--- src/rtl/mips_loader_pkg.sv ---
// Shared definitions for the program memory loader.
// Contents:
//   loader_state_e  - loader FSM state encoding (IDLE..ERROR)
//   ADDR_STRIDE     - byte distance between consecutive instruction words
//   bytes_per_word  - bytes in a word of a given bit width
//   BYTES_PER_WORD  - bytes per word for the default 32-bit word
package mips_loader_pkg;

  typedef enum logic [2:0] {
    IDLE   = 3'd0,
    HEADER = 3'd1,
    DATA   = 3'd2,
    WRITE  = 3'd3,
    CHECK  = 3'd4,
    DONE   = 3'd5,
    ERROR  = 3'd6
  } loader_state_e;

  localparam int unsigned ADDR_STRIDE        = 32'd4;
  localparam int unsigned DEFAULT_DATA_WIDTH = 32'd32;

  function automatic int unsigned bytes_per_word(input int unsigned width);
    return width / 32'd8;
  endfunction

  localparam int unsigned BYTES_PER_WORD = bytes_per_word(DEFAULT_DATA_WIDTH);

endpackage

--- src/rtl/program_memory_loader_if.sv ---
// Byte-stream and memory-write bundle of the program memory loader.
// Signals:
//   Start, ByteIn[7:0], ByteValid       - host -> loader (stream side)
//   ByteReady                           - loader -> host, byte accepted when ByteValid && ByteReady
//   WriteEnable, WriteAddress, WriteData - loader -> instruction memory write port
//   Busy, Done, Error, WordCount        - loader status
// Modports: master (host / stream source), slave (loader).
interface program_memory_loader_if #(
  parameter int DATA_WIDTH = 32
);

  logic                  Start;
  logic [7:0]            ByteIn;
  logic                  ByteValid;
  logic                  ByteReady;
  logic                  WriteEnable;
  logic [DATA_WIDTH-1:0] WriteAddress;
  logic [DATA_WIDTH-1:0] WriteData;
  logic                  Busy;
  logic                  Done;
  logic                  Error;
  logic [DATA_WIDTH-1:0] WordCount;

  modport master (
    output Start, ByteIn, ByteValid,
    input  ByteReady, WriteEnable, WriteAddress, WriteData,
    input  Busy, Done, Error, WordCount
  );

  modport slave (
    input  Start, ByteIn, ByteValid,
    output ByteReady, WriteEnable, WriteAddress, WriteData,
    output Busy, Done, Error, WordCount
  );

endinterface

--- src/rtl/loader_byte_assembler.sv ---
// Assembles DATA_WIDTH/8 stream bytes, MSB first, into one word.
// Ports:
//   clk, reset  - clock, synchronous active-high reset
//   clear       - restarts assembly at the first byte of a word
//   accept      - a byte is transferred this cycle
//   byte_in     - the transferred byte
//   word_ready  - this accepted byte completes a word
//   word_out    - the completed word (valid while word_ready is high)
// Used in turn for the header, data and checksum words.
module loader_byte_assembler
  import mips_loader_pkg::*;
#(
  parameter int DATA_WIDTH = 32
) (
  input  logic                  clk,
  input  logic                  reset,
  input  logic                  clear,
  input  logic                  accept,
  input  logic [7:0]            byte_in,
  output logic                  word_ready,
  output logic [DATA_WIDTH-1:0] word_out
);

  localparam int BPW = int'(bytes_per_word(DATA_WIDTH));
  localparam int CW  = (BPW > 1) ? $clog2(BPW) : 1;

  logic [CW-1:0] count_r;
  logic          last_byte_s;

  assign last_byte_s = (count_r == CW'(BPW - 1));
  assign word_ready  = accept && last_byte_s;

  // Byte position within the word being assembled; wraps after the last byte.
  always_ff @(posedge clk) begin
    if (reset || clear) begin
      count_r <= '0;
    end else if (accept) begin
      if (last_byte_s) begin
        count_r <= '0;
      end else begin
        count_r <= count_r + CW'(1);
      end
    end
  end

  generate
    if (BPW > 1) begin : g_shift
      // Only the older bytes are stored; the current byte completes the word
      // combinationally so the top bits of the shift never need a register.
      logic [DATA_WIDTH-9:0] shift_r;

      assign word_out = {shift_r, byte_in};

      // Shift register holding bytes already received for this word.
      always_ff @(posedge clk) begin
        if (reset || clear) begin
          shift_r <= '0;
        end else if (accept) begin
          shift_r <= word_out[DATA_WIDTH-9:0];
        end
      end
    end else begin : g_single
      assign word_out = byte_in;
    end
  endgenerate

endmodule

--- src/rtl/program_memory_loader.sv ---
// Program memory loader: receives a byte stream (header word N, then N
// big-endian words) and writes the words into instruction memory at byte
// addresses BASE_ADDRESS, +4, +8, ...
// Ports:
//   clk    - system clock, rising edge
//   reset  - synchronous active-high reset
//   bus    - program_memory_loader_if.slave (stream in, write port and status out)
// Parameters: MEMORY_DEPTH (max words), DATA_WIDTH (multiple of 8),
//   BASE_ADDRESS (word aligned).
// Optional feature: define LOADER_CHECKSUM_EN to require a trailing checksum
//   word (XOR of header and data words) before a load is reported Done.
// All status/handshake outputs are registered, decoded from the next state.
module program_memory_loader
  import mips_loader_pkg::*;
#(
  parameter int unsigned           MEMORY_DEPTH = 32,
  parameter int unsigned           DATA_WIDTH   = 32,
  parameter logic [DATA_WIDTH-1:0] BASE_ADDRESS = '0
) (
  input logic clk,
  input logic reset,
  program_memory_loader_if.slave bus
);

  localparam logic [DATA_WIDTH-1:0] DEPTH_LIMIT = DATA_WIDTH'(MEMORY_DEPTH);
  localparam logic [DATA_WIDTH-1:0] STRIDE      = DATA_WIDTH'(ADDR_STRIDE);
  localparam logic [DATA_WIDTH-1:0] ONE         = DATA_WIDTH'(1);

`ifdef LOADER_CHECKSUM_EN
  localparam loader_state_e FINAL_STATE = CHECK;
`else
  localparam loader_state_e FINAL_STATE = DONE;
`endif

  loader_state_e         state_r;
  loader_state_e         next_state_s;

  logic                  byte_ready_r;
  logic                  write_enable_r;
  logic                  busy_r;
  logic                  done_r;
  logic                  error_r;
  logic [DATA_WIDTH-1:0] write_address_r;
  logic [DATA_WIDTH-1:0] write_data_r;
  logic [DATA_WIDTH-1:0] word_count_r;
  logic [DATA_WIDTH-1:0] addr_r;
  logic [DATA_WIDTH-1:0] length_r;

  logic                  accept_s;
  logic                  start_s;
  logic                  word_ready_s;
  logic [DATA_WIDTH-1:0] word_s;

  assign accept_s = bus.ByteValid && byte_ready_r;
  // Start only counts when no load is running.
  assign start_s  = bus.Start &&
                    ((state_r == IDLE) || (state_r == DONE) || (state_r == ERROR));

  loader_byte_assembler #(
    .DATA_WIDTH (DATA_WIDTH)
  ) u_assembler (
    .clk        (clk),
    .reset      (reset),
    .clear      (start_s),
    .accept     (accept_s),
    .byte_in    (bus.ByteIn),
    .word_ready (word_ready_s),
    .word_out   (word_s)
  );

`ifdef LOADER_CHECKSUM_EN
  logic [DATA_WIDTH-1:0] csum_r;

  // Running XOR of the header word and every data word of this load.
  always_ff @(posedge clk) begin
    if (reset || start_s) begin
      csum_r <= '0;
    end else if (word_ready_s && (state_r == HEADER || state_r == DATA)) begin
      csum_r <= csum_r ^ word_s;
    end
  end
`endif

  // Next-state selection for the load sequence.
  always_comb begin
    next_state_s = state_r;
    case (state_r)
      IDLE: begin
        if (bus.Start) next_state_s = HEADER;
        else           next_state_s = IDLE;
      end
      HEADER: begin
        if (word_ready_s) begin
          if (word_s > DEPTH_LIMIT)  next_state_s = ERROR;
          else if (word_s == '0)     next_state_s = FINAL_STATE;
          else                       next_state_s = DATA;
        end else begin
          next_state_s = HEADER;
        end
      end
      DATA: begin
        if (word_ready_s) next_state_s = WRITE;
        else              next_state_s = DATA;
      end
      WRITE: begin
        // word_count_r still holds the count before this write completes.
        if ((word_count_r + ONE) < length_r) next_state_s = DATA;
        else                                 next_state_s = FINAL_STATE;
      end
`ifdef LOADER_CHECKSUM_EN
      CHECK: begin
        if (word_ready_s) begin
          if (word_s == csum_r) next_state_s = DONE;
          else                  next_state_s = ERROR;
        end else begin
          next_state_s = CHECK;
        end
      end
`endif
      DONE, ERROR: begin
        if (bus.Start) next_state_s = HEADER;
        else           next_state_s = state_r;
      end
      default: begin
        next_state_s = IDLE;
      end
    endcase
  end

  // State register and status/handshake outputs decoded from the next state.
  always_ff @(posedge clk) begin
    if (reset) begin
      state_r        <= IDLE;
      byte_ready_r   <= 1'b0;
      write_enable_r <= 1'b0;
      busy_r         <= 1'b0;
      done_r         <= 1'b0;
      error_r        <= 1'b0;
    end else begin
      state_r        <= next_state_s;
      byte_ready_r   <= (next_state_s == HEADER) || (next_state_s == DATA) ||
                        (next_state_s == CHECK);
      write_enable_r <= (next_state_s == WRITE);
      busy_r         <= (next_state_s == HEADER) || (next_state_s == DATA) ||
                        (next_state_s == WRITE)  || (next_state_s == CHECK);
      done_r         <= (next_state_s == DONE);
      error_r        <= (next_state_s == ERROR);
    end
  end

  // Length, address, word counter and the held write address/data.
  always_ff @(posedge clk) begin
    if (reset) begin
      addr_r          <= '0;
      length_r        <= '0;
      word_count_r    <= '0;
      write_address_r <= '0;
      write_data_r    <= '0;
    end else if (start_s) begin
      addr_r          <= BASE_ADDRESS;
      length_r        <= '0;
      word_count_r    <= '0;
    end else if (state_r == HEADER && word_ready_s) begin
      length_r        <= word_s;
    end else if (state_r == DATA && word_ready_s) begin
      // Captured on entry to WRITE and held afterwards.
      write_address_r <= addr_r;
      write_data_r    <= word_s;
    end else if (state_r == WRITE) begin
      addr_r          <= addr_r + STRIDE;
      word_count_r    <= word_count_r + ONE;
    end
  end

  assign bus.ByteReady    = byte_ready_r;
  assign bus.WriteEnable  = write_enable_r;
  assign bus.WriteAddress = write_address_r;
  assign bus.WriteData    = write_data_r;
  assign bus.Busy         = busy_r;
  assign bus.Done         = done_r;
  assign bus.Error        = error_r;
  assign bus.WordCount    = word_count_r;

endmodule
--- src/flat_wrapper.sv ---
// flat-port wrapper written by rule: the top's interface ports become plain ports
module program_memory_loader_flat import mips_loader_pkg::*;
#(
  parameter int unsigned           MEMORY_DEPTH = 32,
  parameter int unsigned           DATA_WIDTH   = 32,
  parameter logic [DATA_WIDTH-1:0] BASE_ADDRESS = '0
)
  (clk, reset, bus_Start, bus_ByteIn, bus_ByteValid, bus_ByteReady, bus_WriteEnable, bus_WriteAddress, bus_WriteData, bus_Busy, bus_Done, bus_Error, bus_WordCount);
  program_memory_loader_if #(.DATA_WIDTH(DATA_WIDTH)) bus_i ();
  input logic clk;
  input logic reset;
  input wire logic [$bits(bus_i.Start)-1:0] bus_Start;
  input wire logic [$bits(bus_i.ByteIn)-1:0] bus_ByteIn;
  input wire logic [$bits(bus_i.ByteValid)-1:0] bus_ByteValid;
  output wire logic [$bits(bus_i.ByteReady)-1:0] bus_ByteReady;
  output wire logic [$bits(bus_i.WriteEnable)-1:0] bus_WriteEnable;
  output wire logic [$bits(bus_i.WriteAddress)-1:0] bus_WriteAddress;
  output wire logic [$bits(bus_i.WriteData)-1:0] bus_WriteData;
  output wire logic [$bits(bus_i.Busy)-1:0] bus_Busy;
  output wire logic [$bits(bus_i.Done)-1:0] bus_Done;
  output wire logic [$bits(bus_i.Error)-1:0] bus_Error;
  output wire logic [$bits(bus_i.WordCount)-1:0] bus_WordCount;
  assign bus_i.Start = bus_Start;
  assign bus_i.ByteIn = bus_ByteIn;
  assign bus_i.ByteValid = bus_ByteValid;
  assign bus_ByteReady = bus_i.ByteReady;
  assign bus_WriteEnable = bus_i.WriteEnable;
  assign bus_WriteAddress = bus_i.WriteAddress;
  assign bus_WriteData = bus_i.WriteData;
  assign bus_Busy = bus_i.Busy;
  assign bus_Done = bus_i.Done;
  assign bus_Error = bus_i.Error;
  assign bus_WordCount = bus_i.WordCount;
  program_memory_loader #(.MEMORY_DEPTH(MEMORY_DEPTH), .DATA_WIDTH(DATA_WIDTH), .BASE_ADDRESS(BASE_ADDRESS)) u_core (.clk(clk), .reset(reset), .bus(bus_i));
endmodule
--- config.mk ---
export PLATFORM = sky130hd
export DESIGN_NAME = program_memory_loader_flat
export DESIGN_NICKNAME = d
export VERILOG_FILES = /design/src/rtl/mips_loader_pkg.sv /design/src/rtl/program_memory_loader_if.sv /design/src/rtl/loader_byte_assembler.sv /design/src/rtl/program_memory_loader.sv /design/src/flat_wrapper.sv
export SDC_FILE = /design/constraint.sdc
export NUM_CORES = 1
export LEC_CHECK = 0
export ABC_AREA = 1
export BUFFER_PORTS_ARGS = -buffer_cell sky130_fd_sc_hd__buf_4
export CAP_MARGIN = 20
export CORE_MARGIN = 5
export CORE_UTILIZATION = 55
export DETAILED_ROUTE_END_ITERATION = 7
export GPL_TIMING_DRIVEN = 0
export HOLD_SLACK_MARGIN = 0.12
export PLACE_DENSITY = 0.82
export SETUP_SLACK_MARGIN = 0.02
export SLEW_MARGIN = 10
export SYNTH_ARGS = -nofsm -noshare
export SYNTH_HDL_FRONTEND = slang
export SYNTH_HIERARCHICAL = 1
export SYNTH_SLANG_ARGS = --single-unit
--- constraint.sdc ---
create_clock -name clk -period 4.1 [get_ports clk]
set_clock_uncertainty 0.05 [all_clocks]
set_input_delay 1.025 -clock clk [delete_from_list [all_inputs] [get_ports clk]]
set_output_delay 1.025 -clock clk [all_outputs]
set_load 0.02 [all_outputs]
==> run_results.csv <==
group,metric,value,unit
yosys,synth_cell_types,43,
global_route,grtUsageTotal,0.246,
sta,setup_viol,0,
floorplan,std_cell_rows,47,
placement,place_hpwl,17900,um
pwr,power.switching,857,uW
routing,dr.first_iter.drc_count,823,
floorplan,die-area,0.0192,sq mm
cts,cts_made_buffers,17,
global_route,grt_remaining_overflow,0,
cts,clk_pin_slew,0.07,ns
routing,drc,0,
yosys,yosys_most_used_dff,"dfxtp_1",
cells_and_area,multiInputGateArea,0.00435,sq mm
cts,tritoncts,"yes",
sta,finalHoldViolations,0,
placement,routabilityCongestion,0.923,
yosys,synth_top_area_share,0.419,
pwr,p_leak,4.73,nW
yosys,seq_area_frac_synth,0.419,
job,cap_violations,0,
floorplan,die_x,138,um
cells_and_area,final_nets,1431,
routing,via_count,8503,
pwr,irDropWorstVdd,0.298,mV
pwr,clock_power_share,0.444,
routing,routed_wire_length_per_instance,14.8,um
sta,rsz0062_at_grt,"no",
cts,clock_latency,0.43,ns
sta,slew_viol_final,0,
yosys,synthCells,1255,
yosys,synthTopCellsByArea,"dfxtp_1, nand2_1, nor2_1",
cts,cts_setup_buffers,0,
global_route,grt_pass1_wl,39200,um
sta,fin_crit_sh,0.877,
critical_path,critical_path.max_fanout,6,
floorplan,die_h,138,um
floorplan,fp.coreArea,0.0164,sq mm
sta,worst_pin_slew,0.603,ns
cts,cts_root_buf,"clkbuf_16",
cells_and_area,insertedDiodeCount,0,
yosys,syn_avg_cell_area,7.24,sq um
routing,drt-total-wl,24000,um
cells_and_area,drive_gt1_frac,0.155,
yosys,async_flop_share,0,
pwr,p_total,3.69,mW
yosys,yosys_warnings,6,
placement,portBuffers,110,
floorplan,io_pins,113,
cells_and_area,areaGrowthSynthToFinish,18.6,%
worst_hold_path,hp-class,"reg -> reg",
yosys,synth_most_common_cell,"nand2_1",
yosys,netlist_top_cells_count,"nand2_1, nor2_1, dfxtp_1, inv_1, a21oi_1",
routing,dr.pass1.iters,6,
pwr,power.internal,2.84,mW
critical_path,startpoint_type,"register",
sta,fin_crit,3.60,ns
global_route,grt_pass1_vias,8026,
sta,slew_headroom,0.598,
critical_path,crit_arrival,3.92,ns
yosys,syn_area,0.00908,sq mm
routing,vias_per_cell,5.26,
sta,finalSetupTns,0,ns
critical_path,cp_data_required_time,4.42,ns
pwr,combPwrFrac,0.049,
yosys,yosysTopAreaCell,"dfxtp_1",
cts,ctsResizeCount,0,
pwr,powerDensity,343,mW/mm^2
cells_and_area,regArea,0.00380,sq mm
cts,cts.sinks,190,
critical_path,crit_type,"reg -> reg",
cts,htree_levels,4,
global_route,antenna_found_initial,0,
run_status,outcome,"finished, final reports clean",
routing,drt.antenna.violating_nets,0,
sta,fmax,278,MHz
cells_and_area,fill_cells,1417,
cts,clockBufferDepth,2,
cts,postCtsHoldBufs,0,
yosys,synth-edff-count,0,
global_route,grt_max_degree,17,
floorplan,start_util,0.553,
pwr,switching_share,0.232,
critical_path,crit_path_end_kind,"register",
yosys,ys_seq_elements,190,
pwr,seqPwrFrac,0.507,
## flip-flops by register name (all words and copies together), names as in the netlist
name                                count
u_core/bus.WordCount                   32
u_core/bus.WriteData                   32
u_core/length_r                        32
u_core/addr_r                          30
u_core/bus.WriteAddress                30
u_core/u_assembler/g_shift.shift_r     24
u_core/state_r                          3
u_core/u_assembler/count_r              2
u_core/bus.Busy                         1
u_core/bus.ByteReady                    1
u_core/bus.Done                         1
u_core/bus.Error                        1
u_core/bus.WriteEnable                  1
## kinds of logic after synthesis
kind of cell | count (synthesis) | share of synthesized area
fa+ha+maj | 34 | 0.0468
buf+inv | 223 | 0.103
compound gates | 227 | 0.129
xor+xnor | 44 | 0.0424
simple gates | 536 | 0.260
other cells | 1 | 0.000413
flops | 190 | 0.419
## power groups by stage
stage	logic [mW]	registers [mW]	clock network (mW)
6_report	0.181	1.87	1.64
5_1_grt	0.203	1.87	1.74
4_1_cts	0.178	1.87	1.65
3_5_place_dp	0.176	1.92	0
3_3_place_gp	0.173	1.92	0
2_1_floorplan	0.121	1.91	0
## layout by cell type (no fill, tap or decap), types with 4 or more instances in the layout
master and n:
a211oi_1 6, buf_2 14, inv_2 7, o21ai_1 4, buf_4 123, nor3_2 4
nor2_2 6, nor3_1 14, nor2_4 8, xnor2_1 8, buf_6 4, o21ai_0 95
nand2_2 6, clkbuf_16 17, nand2_1 228, nand4_1 20, nor2_1 197, clkinvlp_4 4
xor2_1 36, inv_1 156, ha_1 34, nand3_1 34, a21oi_1 115, clkbuf_1 27
dfxtp_1 190
## layer usage
metal | up-vias | part of all wire | track usage
met5 | - | 0 | 0
met2 | 347 | 0.44 | 0.378
li1 | 4243 | - | -
met1 | 3851 | 0.45 | 0.338
met4 | 0 | 0.033 | 0.101
met3 | 62 | 0.078 | 0.0504
## critical path, cell delays in order, from the launching register on
cell and delay (ns):
dfxtp_1 0.46, ha_1 0.24, nand2_2 0.08, nor2_4 0.14
nand2_2 0.11, nor4_2 0.26, nor3b_2 0.25, xor2_1 0.28
inv_1 0.10, ha_1 0.28, nand2_1 0.08, o21ai_0 0.09
nand2_1 0.06, nand2_1 0.05, a21oi_1 0.26, nand2_1 0.13
a21oi_1 0.33, nand3_1 0.20, inv_1 0.09
## metrics by stage
stage	utilization	area, sq um	setup WS [ns]	cells	hold slack [ns]
3_5_place_dp	0.621	10200	0.568	1586	0.404
3_3_place_gp	0.621	10200	0.562	1586	0.399
5_1_grt	0.656	10800	0.192	1617	0.436
2_1_floorplan	-	9080	1.15	1256	0.391
4_1_cts	0.656	10800	0.525	1617	0.413
6_report	0.656	10800	0.504	1617	0.413
## cell type report
cell class | instances | area share
clock inverter | 12 | 0.0129
inverter | 164 | 0.0572
tap | 220 | 0.0256
buffer | 59 | 0.0295
clock buffer | 19 | 0.0411
multi-input combinational | 843 | 0.404
sequential | 190 | 0.353
timing repair buffer | 110 | 0.0767
## path summary, 6_finish.rpt
path / from / endpoint / slack [ns] / cells past startpoint
worst min-delay path: u_core/length_r[6] / u_core/length_r[6] / 0.41 / 2
worst max register to register: u_core/bus.WordCount[0] / u_core/bus.ByteReady / 0.50 / 18
worst min register to register: u_core/length_r[6] / u_core/length_r[6] / 0.41 / 2
worst max-delay path: u_core/bus.WordCount[0] / u_core/bus.ByteReady / 0.50 / 18
No activity file was read; power rests on OpenSTA's default activity.
